--- src/rtl/lcd_pkg.sv ---
// Shared LCD definitions: controller state encoding, request selects and default timing.
// Used by both the LCD reader and the LCD writer.
package lcd_pkg;

  localparam int unsigned LCD_CLK_DIV_DEFAULT = 50000;

  typedef enum logic [2:0] {
    ST_IDLE,
    ST_SETUP,
    ST_HI_E1,
    ST_HI_E0,
    ST_LO_E1,
    ST_LO_E0,
    ST_DONE
  } lcd_state_e;

  typedef enum logic [1:0] {
    SEL_STATUS = 2'b00,
    SEL_DATA   = 2'b01,
    SEL_POLL   = 2'b10,
    SEL_RSVD   = 2'b11
  } lcd_sel_e;

  // The reserved select behaves as a plain status read.
  function automatic lcd_sel_e sel_decode(input logic [1:0] raw);
    lcd_sel_e sel;
    sel = lcd_sel_e'(raw);
    if (sel == SEL_RSVD) sel = SEL_STATUS;
    return sel;
  endfunction

endpackage

--- src/rtl/lcd_reader_if.sv ---
// Host-side request/response bus of the LCD reader.
// Optional timeout_err exists only with LCD_READER_POLL_TIMEOUT_EN.
interface lcd_reader_if;

  logic       req;
  logic [1:0] req_sel;
  logic       ready;
  logic       rd_valid;
  logic [7:0] rd_byte;
  logic       busy_flag;
  logic [6:0] addr_cnt;
`ifdef LCD_READER_POLL_TIMEOUT_EN
  logic       timeout_err;

  modport master (
    output req, req_sel,
    input  ready, rd_valid, rd_byte, busy_flag, addr_cnt, timeout_err
  );

  modport slave (
    input  req, req_sel,
    output ready, rd_valid, rd_byte, busy_flag, addr_cnt, timeout_err
  );
`else
  modport master (
    output req, req_sel,
    input  ready, rd_valid, rd_byte, busy_flag, addr_cnt
  );

  modport slave (
    input  req, req_sel,
    output ready, rd_valid, rd_byte, busy_flag, addr_cnt
  );
`endif

endinterface

--- src/rtl/lcd_tick_gen.sv ---
// Free-running divider producing a one-clk tick every CLK_DIV clocks,
// asserted while the count sits at CLK_DIV-1.
module lcd_tick_gen
  import lcd_pkg::*;
#(
  parameter int unsigned CLK_DIV = LCD_CLK_DIV_DEFAULT
) (
  input  logic clk,
  input  logic rst,
  output logic tick
);

  localparam int unsigned CW = (CLK_DIV > 1) ? $clog2(CLK_DIV) : 1;
  localparam logic [CW-1:0] LAST = CW'(CLK_DIV - 1);

  generate
    if (CLK_DIV < 2) begin : g_bad_clk_div
      $error("lcd_tick_gen: CLK_DIV must be at least 2");
    end
  endgenerate

  logic [CW-1:0] cnt;

  always_ff @(posedge clk) begin
    if (rst) begin
      cnt <= '0;
    end else if (cnt == LAST) begin
      cnt <= '0;
    end else begin
      cnt <= cnt + 1'b1;
    end
  end

  assign tick = (cnt == LAST);

endmodule

--- src/rtl/lcd_reader.sv ---
// HD44780-style 4-bit read engine: status, DDRAM data and busy-poll reads.
// Optional poll timeout (timeout_err) enabled by defining LCD_READER_POLL_TIMEOUT_EN.
module lcd_reader
  import lcd_pkg::*;
#(
  parameter int unsigned CLK_DIV  = LCD_CLK_DIV_DEFAULT,
  parameter int unsigned POLL_MAX = 255
) (
  input  logic        clk,
  input  logic        rst,
  lcd_reader_if.slave bus,
  output logic        rs,
  output logic        rw,
  output logic        e,
  input  logic [3:0]  db_in,
  output logic        db_oe
);

  generate
    if (POLL_MAX < 1 || POLL_MAX > 255) begin : g_bad_poll_max
      $error("lcd_reader: POLL_MAX must be within 1..255");
    end
  endgenerate

  lcd_state_e state, state_nx;
  lcd_sel_e   sel_q;
  logic       tick;
  logic       ready;
  logic       accept;
  logic       poll_q;
  logic       rs_q;
  logic       poll_expired;
  logic [3:0] hi_q;
  logic [3:0] lo_q;
  logic [7:0] rd_byte;
  logic       rd_valid;
  logic       busy_flag;
  logic [6:0] addr_cnt;

  lcd_tick_gen #(
    .CLK_DIV (CLK_DIV)
  ) u_tick (
    .clk  (clk),
    .rst  (rst),
    .tick (tick)
  );

  assign accept = (state == ST_IDLE) && bus.req;
  assign poll_q = (sel_q == SEL_POLL);
  assign rs_q   = (sel_q == SEL_DATA);

  always_ff @(posedge clk) begin
    if (rst) begin
      state <= ST_IDLE;
    end else begin
      state <= state_nx;
    end
  end

  always_comb begin
    state_nx = state;
    ready    = 1'b0;
    rs       = 1'b0;
    rw       = 1'b1;
    e        = 1'b0;
    unique case (state)
      ST_IDLE: begin
        ready = 1'b1;
        rw    = 1'b0;
        if (bus.req) state_nx = ST_SETUP;
      end
      ST_SETUP: begin
        rs = rs_q;
        if (tick) state_nx = ST_HI_E1;
      end
      ST_HI_E1: begin
        rs = rs_q;
        e  = 1'b1;
        if (tick) state_nx = ST_HI_E0;
      end
      ST_HI_E0: begin
        rs = rs_q;
        if (tick) state_nx = ST_LO_E1;
      end
      ST_LO_E1: begin
        rs = rs_q;
        e  = 1'b1;
        if (tick) state_nx = ST_LO_E0;
      end
      ST_LO_E0: begin
        rs = rs_q;
        if (tick) state_nx = ST_DONE;
      end
      ST_DONE: begin
        rs = rs_q;
        // busy_flag already reflects this read: it was loaded on entry to DONE.
        if (tick) begin
          if (poll_q && busy_flag && !poll_expired) state_nx = ST_SETUP;
          else                                      state_nx = ST_IDLE;
        end
      end
      default: begin
        state_nx = ST_IDLE;
      end
    endcase
  end

  always_ff @(posedge clk) begin
    if (rst) begin
      sel_q     <= SEL_STATUS;
      hi_q      <= '0;
      lo_q      <= '0;
      rd_byte   <= '0;
      rd_valid  <= 1'b0;
      busy_flag <= 1'b0;
      addr_cnt  <= '0;
    end else begin
      rd_valid <= 1'b0;
      if (accept) sel_q <= sel_decode(bus.req_sel);
      if (tick) begin
        if (state == ST_HI_E1) hi_q <= db_in;
        if (state == ST_LO_E1) lo_q <= db_in;
        if (state == ST_LO_E0) begin
          rd_byte  <= {hi_q, lo_q};
          rd_valid <= 1'b1;
          if (sel_q != SEL_DATA) begin
            busy_flag <= hi_q[3];
            addr_cnt  <= {hi_q[2:0], lo_q};
          end
        end
      end
    end
  end

`ifdef LCD_READER_POLL_TIMEOUT_EN
  localparam logic [7:0] POLL_LIMIT = 8'(POLL_MAX);

  logic [7:0] poll_cnt;
  logic       timeout_err;

  assign poll_expired    = (poll_cnt >= POLL_LIMIT);
  assign bus.timeout_err = timeout_err;

  always_ff @(posedge clk) begin
    if (rst) begin
      poll_cnt    <= '0;
      timeout_err <= 1'b0;
    end else if (accept) begin
      poll_cnt    <= '0;
      timeout_err <= 1'b0;
    end else if (tick && poll_q) begin
      if (state == ST_LO_E0) poll_cnt <= poll_cnt + 1'b1;
      if (state == ST_DONE && busy_flag && poll_expired) timeout_err <= 1'b1;
    end
  end
`else
  assign poll_expired = 1'b0;
`endif

  // The reader never drives the LCD data bus.
  assign db_oe = 1'b0;

  assign bus.ready     = ready;
  assign bus.rd_valid  = rd_valid;
  assign bus.rd_byte   = rd_byte;
  assign bus.busy_flag = busy_flag;
  assign bus.addr_cnt  = addr_cnt;

endmodule

--- src/flat_wrapper.sv ---
// flat-port wrapper written by rule: the top's interface ports become plain ports
module lcd_reader_flat import lcd_pkg::*;
#(
  parameter int unsigned CLK_DIV  = LCD_CLK_DIV_DEFAULT,
  parameter int unsigned POLL_MAX = 255
)
  (clk, rst, rs, rw, e, db_in, db_oe, bus_req, bus_req_sel, bus_ready, bus_rd_valid, bus_rd_byte, bus_busy_flag, bus_addr_cnt);
  lcd_reader_if bus_i ();
  input  logic clk;
  input  logic rst;
  output logic rs;
  output logic rw;
  output logic e;
  input  logic [3:0] db_in;
  output logic db_oe;
  input wire logic [$bits(bus_i.req)-1:0] bus_req;
  input wire logic [$bits(bus_i.req_sel)-1:0] bus_req_sel;
  output wire logic [$bits(bus_i.ready)-1:0] bus_ready;
  output wire logic [$bits(bus_i.rd_valid)-1:0] bus_rd_valid;
  output wire logic [$bits(bus_i.rd_byte)-1:0] bus_rd_byte;
  output wire logic [$bits(bus_i.busy_flag)-1:0] bus_busy_flag;
  output wire logic [$bits(bus_i.addr_cnt)-1:0] bus_addr_cnt;
  assign bus_i.req = bus_req;
  assign bus_i.req_sel = bus_req_sel;
  assign bus_ready = bus_i.ready;
  assign bus_rd_valid = bus_i.rd_valid;
  assign bus_rd_byte = bus_i.rd_byte;
  assign bus_busy_flag = bus_i.busy_flag;
  assign bus_addr_cnt = bus_i.addr_cnt;
  lcd_reader #(.CLK_DIV(CLK_DIV), .POLL_MAX(POLL_MAX)) u_core (.clk(clk), .rst(rst), .bus(bus_i), .rs(rs), .rw(rw), .e(e), .db_in(db_in), .db_oe(db_oe));
endmodule
--- config.mk ---
export PLATFORM = sky130hd
export DESIGN_NAME = lcd_reader_flat
export DESIGN_NICKNAME = d
export VERILOG_FILES = /design/src/rtl/lcd_pkg.sv /design/src/rtl/lcd_reader_if.sv /design/src/rtl/lcd_tick_gen.sv /design/src/rtl/lcd_reader.sv /design/src/flat_wrapper.sv
export SDC_FILE = /design/constraint.sdc
export NUM_CORES = 1
export LEC_CHECK = 0
export ABC_CLOCK_PERIOD_IN_PS = 3000
export CAP_MARGIN = 25
export CORE_MARGIN = 1
export CORE_UTILIZATION = 45
export DETAILED_ROUTE_END_ITERATION = 6
export PLACE_DENSITY = 0.71
export SETUP_SLACK_MARGIN = 0.3
export SLEW_MARGIN = 20
export SYNTH_ARGS = -nofsm -noshare
export SYNTH_HDL_FRONTEND = slang
export SYNTH_SLANG_ARGS = --single-unit
--- constraint.sdc ---
create_clock -name clk -period 3 [get_ports clk]
set_input_delay 0.75 -clock clk [delete_from_list [all_inputs] [get_ports clk]]
set_output_delay 0.75 -clock clk [all_outputs]
set_load 0.02 [all_outputs]
=== Word-level counts from Yosys, hierarchy flattened ===
Cells that the tools add are included.

* Memories kept: 0
* ROM bits: 0
* Latch bits: 0
* Input bits: 9
* Output and inout port bits: 22
* Memory bits (writable): 0
* Word-level logic and storage cells: 56
* Bits in registers: 46

* Eq/ne operators: 18
* $add $sub $neg: 1
* Multiplexer cells: 15
* Multipliers: 0
* Shift operators: 0
* Div/mod/pow operators: 0
* Reductions and logical operators: 12
* $lt $le $gt $ge: 0
* Bitwise logic cells: 1

{| class="wikitable"
|+ Operators by type and width
! cell !! number
|-
| 3-bit two-way mux || 7
|-
| 3-bit one-hot mux with 7 select lines || 1
|-
| 16-bit by 1-bit adder with 16-bit output, second input constant || 1
|-
| 16-bit equality test, second input constant || 1
|-
| 2-bit by 1-bit inequality test with 1-bit output, second input constant || 7
|-
| 3-bit equality test, second input constant || 3
|-
| 7-bit AND reduction || 1
|-
| 3-bit by 2-bit equality test with 1-bit output, second input constant || 2
|-
| 1-bit two-way mux || 6
|-
| 2-bit AND reduction || 3
|-
| 2-bit OR reduction || 3
|-
| 6-bit OR reduction || 1
|-
| 2-bit equality test, second input constant || 2
|-
| 3-bit by 1-bit equality test with 1-bit output, second input constant || 1
|-
| 3-bit zero test || 1
|-
| 3-bit AND reduction || 1
|-
| 2-bit by 1-bit equality test with 1-bit output, second input constant || 1
|-
| 1-bit logical AND || 2
|-
| 2-bit two-way mux || 1
|-
| 2-bit inequality test, second input constant || 1
|-
| 1-bit NOT || 1
|}

=== Depth between registers and ports, before layout ===
Gate-level depths: netlist (run 1).

* Depth in word-level cells: 5
* Depth in mapped cells: 7

=== Cells and area by module ===
From an unflattened synthesis (run 1), not the netlist that was laid out.

* Cells, all modules: 225
* Area total of the unflattened synthesis: 2009.4 µm²

{| class="wikitable"
|+ By module, submodules not included
! module !! instances !! cells each !! sequential area each (µm²) !! area each (µm²)
|-
| lcd_reader || 1 || 144 || 600.6 || 1298.7
|-
| lcd_tick_gen || 1 || 81 || 320.3 || 710.7
|}

=== Worst setup path after synthesis (run 1) ===
No wires, ideal clock.

* Path kind: flip-flop to output port
* Start: reg u_core.state[2]
* End: out rs
* Buffers on the path: 1
* Setup slack: 0.709 ns
* Stages on the path, launching flop included: 4
* Data arrival time: 1.541 ns
* Required time: 2.250 ns
* Cell sequence: dfxtp_1 -> clkbuf_1 -> nor3_1 -> nor3_1

* Longest elaborated chain between the ends: 3
* Elaborated cells between the ends (all ways): 8

{| class="wikitable"
|+ Ends and longest elaborated chain
! element !! line !! RTL
|-
| from (decl) || lcd_reader.sv:25 || <nowiki>lcd_state_e state, state_nx;</nowiki>
|-
| from (signal assigned) || lcd_reader.sv:56 || <nowiki>state <= state_nx;</nowiki>
|-
| 3-bit by 1-bit equality test with 1-bit output, or another cell as far along || lcd_reader.sv:66 || <nowiki>unique case (state)</nowiki>
|-
| 6-bit OR reduction (no line) (*) || -- ||
|-
| 1-bit two-way mux (*) || lcd_reader.sv:66 ||
|-
| to (decl) || flat_wrapper.sv:11 || <nowiki>output logic rs;</nowiki>
|}

Mark *: on every way between the ends. The rest lies on a longest branch, timed or not.

=== Worst setup path after layout (run 1) ===
* Start: reg u_core.sel_q[1]
* End: out rs

* Longest elaborated chain between the ends: 2

{| class="wikitable"
|+ Ends and longest elaborated chain
! element !! line !! RTL
|-
| from (decl) || lcd_reader.sv:26 || <nowiki>lcd_sel_e sel_q;</nowiki>
|-
| from (signal assigned) || lcd_reader.sv:119 || <nowiki>if (accept) sel_q <= sel_decode(bus.req_sel);</nowiki>
|-
| 2-bit by 1-bit equality test with 1-bit output || lcd_reader.sv:50 || <nowiki>assign rs_q = (sel_q == SEL_DATA);</nowiki>
|-
| 1-bit two-way mux || lcd_reader.sv:66 ||
|}

No other way between the ends.

==> results of run 1 <==
[metal layers]
metal  vias to the layer above  wire, um  GRT usage
li1                        896         -          -
met1                       775      2150      0.243
met2                        32      1830      0.316
met3                         9       163     0.0641
met4                         0        93     0.0842
met5                         -         0          0
[sequential cells by signal, indices dropped and copies added (netlist names)]
name	cells
u_core.u_tick.cnt	16
u_core.bus.rd_byte	8
u_core.bus.addr_cnt	7
u_core.hi_q	4
u_core.lo_q	4
u_core.state	3
u_core.sel_q	2
u_core.bus.busy_flag	1
u_core.bus.rd_valid	1
[final timing paths]
check / endpoint / slack, ns / start / cells after the start
max reg2reg: u_core.u_tick.cnt[5] / 0.86 / u_core.u_tick.cnt[0] / 5
max: rs / 0.44 / u_core.sel_q[1] / 3
min reg2reg: u_core.u_tick.cnt[0] / 0.45 / u_core.u_tick.cnt[0] / 1
min: u_core.u_tick.cnt[0] / 0.45 / u_core.u_tick.cnt[0] / 1
[layout make-up]
cell class	instances	area, um^2
Fill cell	385	1720
Multi-Input combinational cell	171	998
Sequential cell	46	925
Timing Repair Buffer	32	313
Clock buffer	6	82.6
Tap cell	50	62.6
Clock inverter	1	30.0
Inverter	3	11.3
[timing repair]
action / CTS / global route
endpoints found under the setup margin: 3 / 2
hold buffers: 0 / 0
gates cloned: 0 / 0
resized for setup: 1 / 3
[synthesized netlist by cell type (3+ instances only)]
cell / count / area, um^2
xor2_1: 7 / 61.3
inv_1: 3 / 11.3
dfxtp_1: 46 / 921
nor2_1: 17 / 63.8
nor3_1: 3 / 15.0
nand2_1: 11 / 41.3
buf_2: 3 / 15.0
buf_4: 5 / 37.5
and4_1: 3 / 26.3
o21ai_1: 9 / 45.0
nand4_1: 11 / 68.8
clkbuf_1: 9 / 33.8
xnor2_1: 4 / 35.0
nand3_1: 21 / 105
and3_1: 3 / 18.8
a21oi_1: 30 / 150
nand2b_1: 6 / 37.5
o21ai_0: 18 / 90.1
[stage by stage]
step,utilization,instance area (um^2),hold WS (ns)
floorplan,-,2020,0.418
global placement,0.555,2300,0.436
detailed placement,0.555,2300,0.446
CTS,0.584,2420,0.460
global route,0.585,2420,0.478
finish,0.585,2420,0.452
[cells by family after synthesis]
| logic type | Yosys count |
|---|---|
| compound gates | 66 |
| xor+xnor | 11 |
| fa+ha+maj | 1 |
| buf+inv | 21 |
| flops | 46 |
| other cells | 1 |
| simple gates | 92 |
[power by group through the flow]
| stage | Clock, mW | Sequential, mW | Combinational, mW |
|---|---|---|---|
| floorplan | 0 | 0.633 | 0.0339 |
| global route | 0.501 | 0.624 | 0.0584 |
| finish | 0.470 | 0.623 | 0.0531 |
| global placement | 0 | 0.636 | 0.0525 |
| CTS | 0.482 | 0.622 | 0.0539 |
| detailed placement | 0 | 0.637 | 0.0533 |
==> flow_summary.ini, run 1 <==
[global_routing]
grt_pass1_vias = 1534
grt_overflow_total = 0
grt_pass1_wl_um = 6860
antenna_found_initial = 0
grt_util_all_layers = 0.198
grt_max_degree = 33

[synth]
ys_seq_elements = 46
synthXorXnorAreaFrac = 0.0478
synth_nets = 248
synth_mux_area_frac = 0
yosysUniqueCellTypes = 41
synth_fa_ha_area_frac = 0.00621
synth_top_family_by_area = simple AND/OR/NAND/NOR gates
synth_compound_area_frac = 0.177
yosysWarnings = 0
synth_edf_count = 0
synth_flop_cell = dfxtp_1
synth-simple-area-share = 0.260
synth-async-reset-ratio = 0
syn_area_um2 = 2020
syn_inst = 238
avgSynthCellArea_um2 = 8.47
ys_seq_area_frac = 0.457

[sta]
fmax_ghz = 0.391
worst_pin_slew_ns = 0.978
slew-limit-headroom = 0.345
period_minus_slack_ns = 2.56
finalSetupTns_ns = 0
setup_viol_count_final = 0
hold_violations = 0
fin_ws_ns = 0.444
slew_violations = 0
skew_ns = 0.00285
post-route-period-util = 0.852
grt_setup_unrepaired = no

[power_and_ir_drop]
clock_power_share = 0.410
p_int_mw = 0.906
power_mw = 1.15
seqPwrFrac = 0.544
p_sw_mw = 0.239
pwr-share-comb = 0.046
power-per-cell-area_nw_per_um2 = 473
p_leak_nw = 0.797
peakVddDrop_uv = 391
swShare = 0.209

[clock_tree]
clkTransAtPathRegs_ns = 0.08
cts_sinks = 46
cts_tree = built
clockBufferDepth = 2
cts.htree.levels = 2
clkLatencyLatePin_ns = 0.30
postCtsSetupBuffers = 0
cts_buffers = 5
root_buffer = clkbuf_8

[status]
status = completed

[setup_path]
crit_arrival_ns = 1.81
criticalPathCategory = reg -> out
cpLargestDelayFamily = buffers and inverters
start_kind = flop
end_kind = primary output
crit_path_max_fanout = 10
cp.buffers_inverters = 1
cpPeakStageDelay_ns = 0.63
slowest_stage = clkdlybuf4s50_1
crit_chain = nand2b_1, nor3_1, clkdlybuf4s50_1
required_ns = 2.25

[place]
place_ws_ns = 0.596
dpl.cell_count = 302
io_buffers = 29
dp_hpwl_um = 2870
place_congestion = 0.765

[cells_and_area]
drive_gt1_frac = 0.0772
n_antenna_cell = 0
fin_cells = 309
area_growth_pct = 20.2
layout.cells.most_common = dfxtp_1
nets = 269
layout_common_cells = dfxtp_1, a21oi_1, clkdlybuf4s50_1, nand3_1, o21ai_0

[run]
drv_cap = 0

[routing]
routed_wl_um = 4240
via_per_inst = 5.54
firstDrtPassIters = 4
via_count = 1712
drt_iter0_drc = 71
routedWlPerCell_um = 13.7
antenna_left = 0
drc = 0

[worst_hold_path]
hold_class = reg -> reg

[die]
start_util = 0.486
fp-row-count = 23
design.die.area_um2 = 4750
fp.dieW_um = 68.9
die_y_um = 68.9
coreArea_um2 = 4140
top_level_ports = 31
No activity file was read; power rests on OpenSTA's default activity.
==> inputs of run 2 (changes only) <==
CORE_MARGIN = 2   (was 1)
==> flow_summary.ini, run 2 (synthesized netlist as in run 1, its figures left out) <==
[clock_tree]
ctsHoldBuffers = 0
cts_buffers = 5
clkTransAtPathRegs_ns = 0.08
cts_tree = built
root_buffer = clkbuf_8
clkLatencyLatePin_ns = 0.29
clockBufferDepth = 2
cts_sinks = 46
cts.htree.levels = 2
postCtsSetupBuffers = 0

[place]
placed_area_um2 = 2310
dpl.cell_count = 305
dp_hpwl_um = 2870
io_buffers = 29
place_congestion = 0.797

[routing]
firstDrtPassIters = 5
drt_iter0_drc = 159
antenna_left = 0
routed_wl_um = 4170
via_count = 1726
drc = 0
via_per_inst = 5.50
routedWlPerCell_um = 13.3

[cells_and_area]
area_growth_pct = 20.4
layout.cells.most_common = dfxtp_1
top_regs = u_core.u_tick.cnt: 16 flops, u_core.bus.rd_byte: 8 flops, u_core.bus.addr_cnt: 7 flops
layout_common_cells = dfxtp_1, a21oi_1, clkdlybuf4s50_1, nand3_1, o21ai_0
largest_reg_flops = 16
drive_gt1_frac = 0.0687
multiInputGateArea_um2 = 993
fillCellCount = 413
nets = 271
finalCoreUtilization = 0.561
n_antenna_cell = 0
largest_register = u_core.u_tick.cnt
fin_cells = 314
final_cell_area_um2 = 2430
register_area_um2 = 922

[sta]
grt_setup_unrepaired = no
finalSetupTns_ns = 0
hold_violations = 0
worst_pin_slew_ns = 0.630
post-route-period-util = 0.878
fmax_ghz = 0.380
setup_viol_count_final = 0
slew-limit-headroom = 0.579
slew_violations = 0
period_minus_slack_ns = 2.63
skew_ns = 0.0103

[global_routing]
grt_overflow_total = 0
grt_most_used_layer = met2
gr-usage-met1 = 0.225
grt_pass1_wl_um = 7130
met2_usage = 0.288
grt_util_all_layers = 0.172
met3_usage = 0.0370
antenna_found_initial = 0
grt_pass1_vias = 1619
grt_max_degree = 33

[die]
die_y_um = 70.9
start_util = 0.466
coreArea_um2 = 4320
top_level_ports = 31
design.die.area_um2 = 5030
fp-row-count = 24
fp.dieW_um = 70.9

[setup_path]
required_ns = 2.25
criticalPathCategory = reg -> out
cp.buffers_inverters = 2
crit_top_cell = nor3_1
start_kind = flop
cpLargestDelayFamily = buffers and inverters
end_kind = primary output
crit_arrival_ns = 1.88
slowest_stage = clkdlybuf4s50_1
crit_path_max_fanout = 12
crit_chain = nor3_1, buf_4, nor3_1, clkdlybuf4s50_1
cpPeakStageDelay_ns = 0.63

[worst_hold_path]
hold_class = reg -> reg

[power_and_ir_drop]
pwr-share-comb = 0.049
clock_power_share = 0.396
seqPwrFrac = 0.555
p_sw_mw = 0.231
p_leak_nw = 0.800
swShare = 0.206
peakVddDrop_uv = 313
power-per-cell-area_nw_per_um2 = 462
p_int_mw = 0.891

[run]
drv_cap = 0

[status]
status = completed
[run 2: changes by cell type in the layout (fill, tap and decap cells not counted)]
cell	before	now
buf_4	3	5
clkbuf_1	0	2
clkbuf_8	6	5
dfxtp_1	43	45
dfxtp_2	3	1
nor3_1	2	3
nor3_2	1	0
[run 2: worst paths after layout]
path                             start              endpoint  slack (ns)  depth (start not counted)
setup / recovery       u_core.state[2]                    rs        0.37                          4
hold / removal    u_core.u_tick.cnt[0]  u_core.u_tick.cnt[0]        0.45                          1
setup reg to reg  u_core.u_tick.cnt[0]  u_core.u_tick.cnt[6]        0.75                          5
hold reg to reg   u_core.u_tick.cnt[0]  u_core.u_tick.cnt[0]        0.45                          1
[run 2: area by class of cell]
cell class                      count  share of cell area
Clock buffer                        7              0.0315
Multi-Input combinational cell    171               0.409
Tap cell                           52              0.0268
Timing Repair Buffer               34               0.135
Clock inverter                      1              0.0124
Sequential cell                    46               0.380
Inverter                            3             0.00464
[run 2: power groups by stage]
stage	registers, mW	logic (mW)	clock network, mW
5_1_grt	0.624	0.0604	0.475
3_5_place_dp	0.637	0.0549	0
6_report	0.623	0.0544	0.444
4_1_cts	0.622	0.0550	0.453
2_1_floorplan	0.633	0.0339	0
3_3_place_gp	0.636	0.0546	0
[run 2: worst reg2reg max path, delay by kind of cell (launching register included)]
family | cells | cell delay (ns)
flops | 1 | 0.35
simple gates | 4 | 1.57
fa+ha+maj | 1 | 0.20
[run 2: metrics by stage]
| stage | setup slack [ns] | total power, mW | hold slack [ns] |
|---|---|---|---|
| floorplan | 0.709 | 0.667 | 0.418 |
| global placement | 0.710 | 0.691 | 0.432 |
| detailed placement | 0.690 | 0.692 | 0.443 |
| CTS | 0.357 | 1.13 | 0.454 |
| global route | 0.303 | 1.16 | 0.472 |
| finish | 0.365 | 1.12 | 0.449 |
[run 2: timing repair]
action                                  4_1_cts  5_1_grt
endpoints found under the setup margin        0        1
resized for setup                             0        1
endpoints found under the hold margin         0        0
[run 2: per-layer routing]
| metal | routed length [um] | vias up | part of all wire |
|---|---|---|---|
| met5 | 0 | - | 0 |
| met4 | 51 | 0 | 0.012 |
| met3 | 163 | 7 | 0.039 |
| met2 | 1950 | 30 | 0.47 |
| met1 | 2010 | 793 | 0.48 |
| li1 | - | 896 | - |
==> inputs of run 3 (changes only) <==
ABC_CLOCK_PERIOD_IN_PS = 2300   (was 3000)
PLACE_DENSITY = 0.73   (was 0.71)
clock period = 2.3 ns   (was 3 ns; I/O delays follow)
==> flow_summary.ini, run 3 (synthesized netlist as in run 1, its figures left out) <==
[routing]
routed_wl_um = 4100
drt_iter0_drc = 137
antenna_left = 0
routedWlPerCell_um = 13.0
via_count = 1672
via_per_inst = 5.31
drc = 0
firstDrtPassIters = 4

[cells_and_area]
final_cell_area_um2 = 2430
fillCellCount = 415
largest_reg_flops = 16
largest_register = u_core.u_tick.cnt
layout.cells.most_common = dfxtp_1
drive_gt1_frac = 0.0951
layout_common_cells = dfxtp_1, a21oi_1, clkdlybuf4s50_1, nand3_1, o21ai_0
nets = 272
area_growth_pct = 20.4
register_area_um2 = 926
fin_cells = 315
multiInputGateArea_um2 = 1010
n_antenna_cell = 0
top_regs = u_core.u_tick.cnt: 16 flops, u_core.bus.rd_byte: 8 flops, u_core.bus.addr_cnt: 7 flops
finalCoreUtilization = 0.561

[sta]
setup_viol_count_final = 0
fin_ws_ns = 0.406
period_minus_slack_ns = 1.89
fmax_ghz = 0.528
finalSetupTns_ns = 0
skew_ns = 0.00792
slew_violations = 0
hold-worst-slack_ns = 0.451
hold_violations = 0
post-route-period-util = 0.824
grt_setup_unrepaired = no

[clock_tree]
cts_sinks = 46
clkLatencyLatePin_ns = 0.30
clkTransAtPathRegs_ns = 0.08
postCtsSetupBuffers = 0
root_buffer = clkbuf_8
cts.htree.levels = 2
cts_tree = built
cts_buffers = 5
clockBufferDepth = 2

[power_and_ir_drop]
power_mw = 1.39
p_leak_nw = 0.826
power-per-cell-area_nw_per_um2 = 572
peakVddDrop_uv = 366

[die]
fp.dieW_um = 70.9
die_y_um = 70.9
coreArea_um2 = 4320
design.die.area_um2 = 5030
start_util = 0.466
top_level_ports = 31
fp-row-count = 24

[worst_hold_path]
hold_class = reg -> reg

[setup_path]
start_kind = flop
crit_path_max_fanout = 12
end_kind = primary output
crit_arrival_ns = 1.32
required_ns = 1.73
criticalPathCategory = reg -> out

[global_routing]
antenna_found_initial = 0
grt_overflow_total = 0
grt_pass1_wl_um = 7190
grt_max_degree = 33
grt_util_all_layers = 0.176
grt_pass1_vias = 1610

[place]
dp_hpwl_um = 2740
place_ws_ns = 0.219
place_congestion = 0.822
dpl.cell_count = 307
placed_area_um2 = 2330
io_buffers = 29

[status]
status = completed

[run]
drv_cap = 0
[run 3: per-layer routing]
layer	GRT usage	vias up	routed length (um)	part of all wire
met3	0.0370	8	148	0.036
met4	0.0818	0	80	0.020
met1	0.241	737	2140	0.52
met2	0.269	29	1720	0.42
met5	0	-	0	0
li1	-	898	-	-
[run 3: layout make-up]
type,instances,area share
Sequential cell,46,0.381
Clock buffer,7,0.0356
Timing Repair Buffer,35,0.135
Multi-Input combinational cell,171,0.415
Clock inverter,1,0.00206
Inverter,3,0.00464
Tap cell,52,0.0268
[run 3: report_power, final]
group	internal, mW	switching (mW)
clock network	0.243	0.264
logic	0.0328	0.0427
registers	0.802	0.00570
total	1.08	0.312
[run 3: worst max-delay path: stages, from the launching register on]
cell           delay [ns]
dfxtp_2              0.39
nor3_4               0.26
dlygate4sd2_1        0.37
[run 3: worst paths after layout]
check / start / to / slack (ns) / depth (start not counted)
min reg2reg: u_core.u_tick.cnt[0] / u_core.u_tick.cnt[0] / 0.45 / 1
max reg2reg: u_core.u_tick.cnt[0] / u_core.bus.rd_byte[5] / 0.60 / 6
min: u_core.u_tick.cnt[0] / u_core.u_tick.cnt[0] / 0.45 / 1
max: u_core.state[2] / bus_ready / 0.41 / 2
[run 3: repair_timing]
action,4_1_cts,5_1_grt
gates cloned,0,0
pin swaps,0,1
hold buffers,0,0
setup endpoints to repair,4,10
resized for setup,6,7
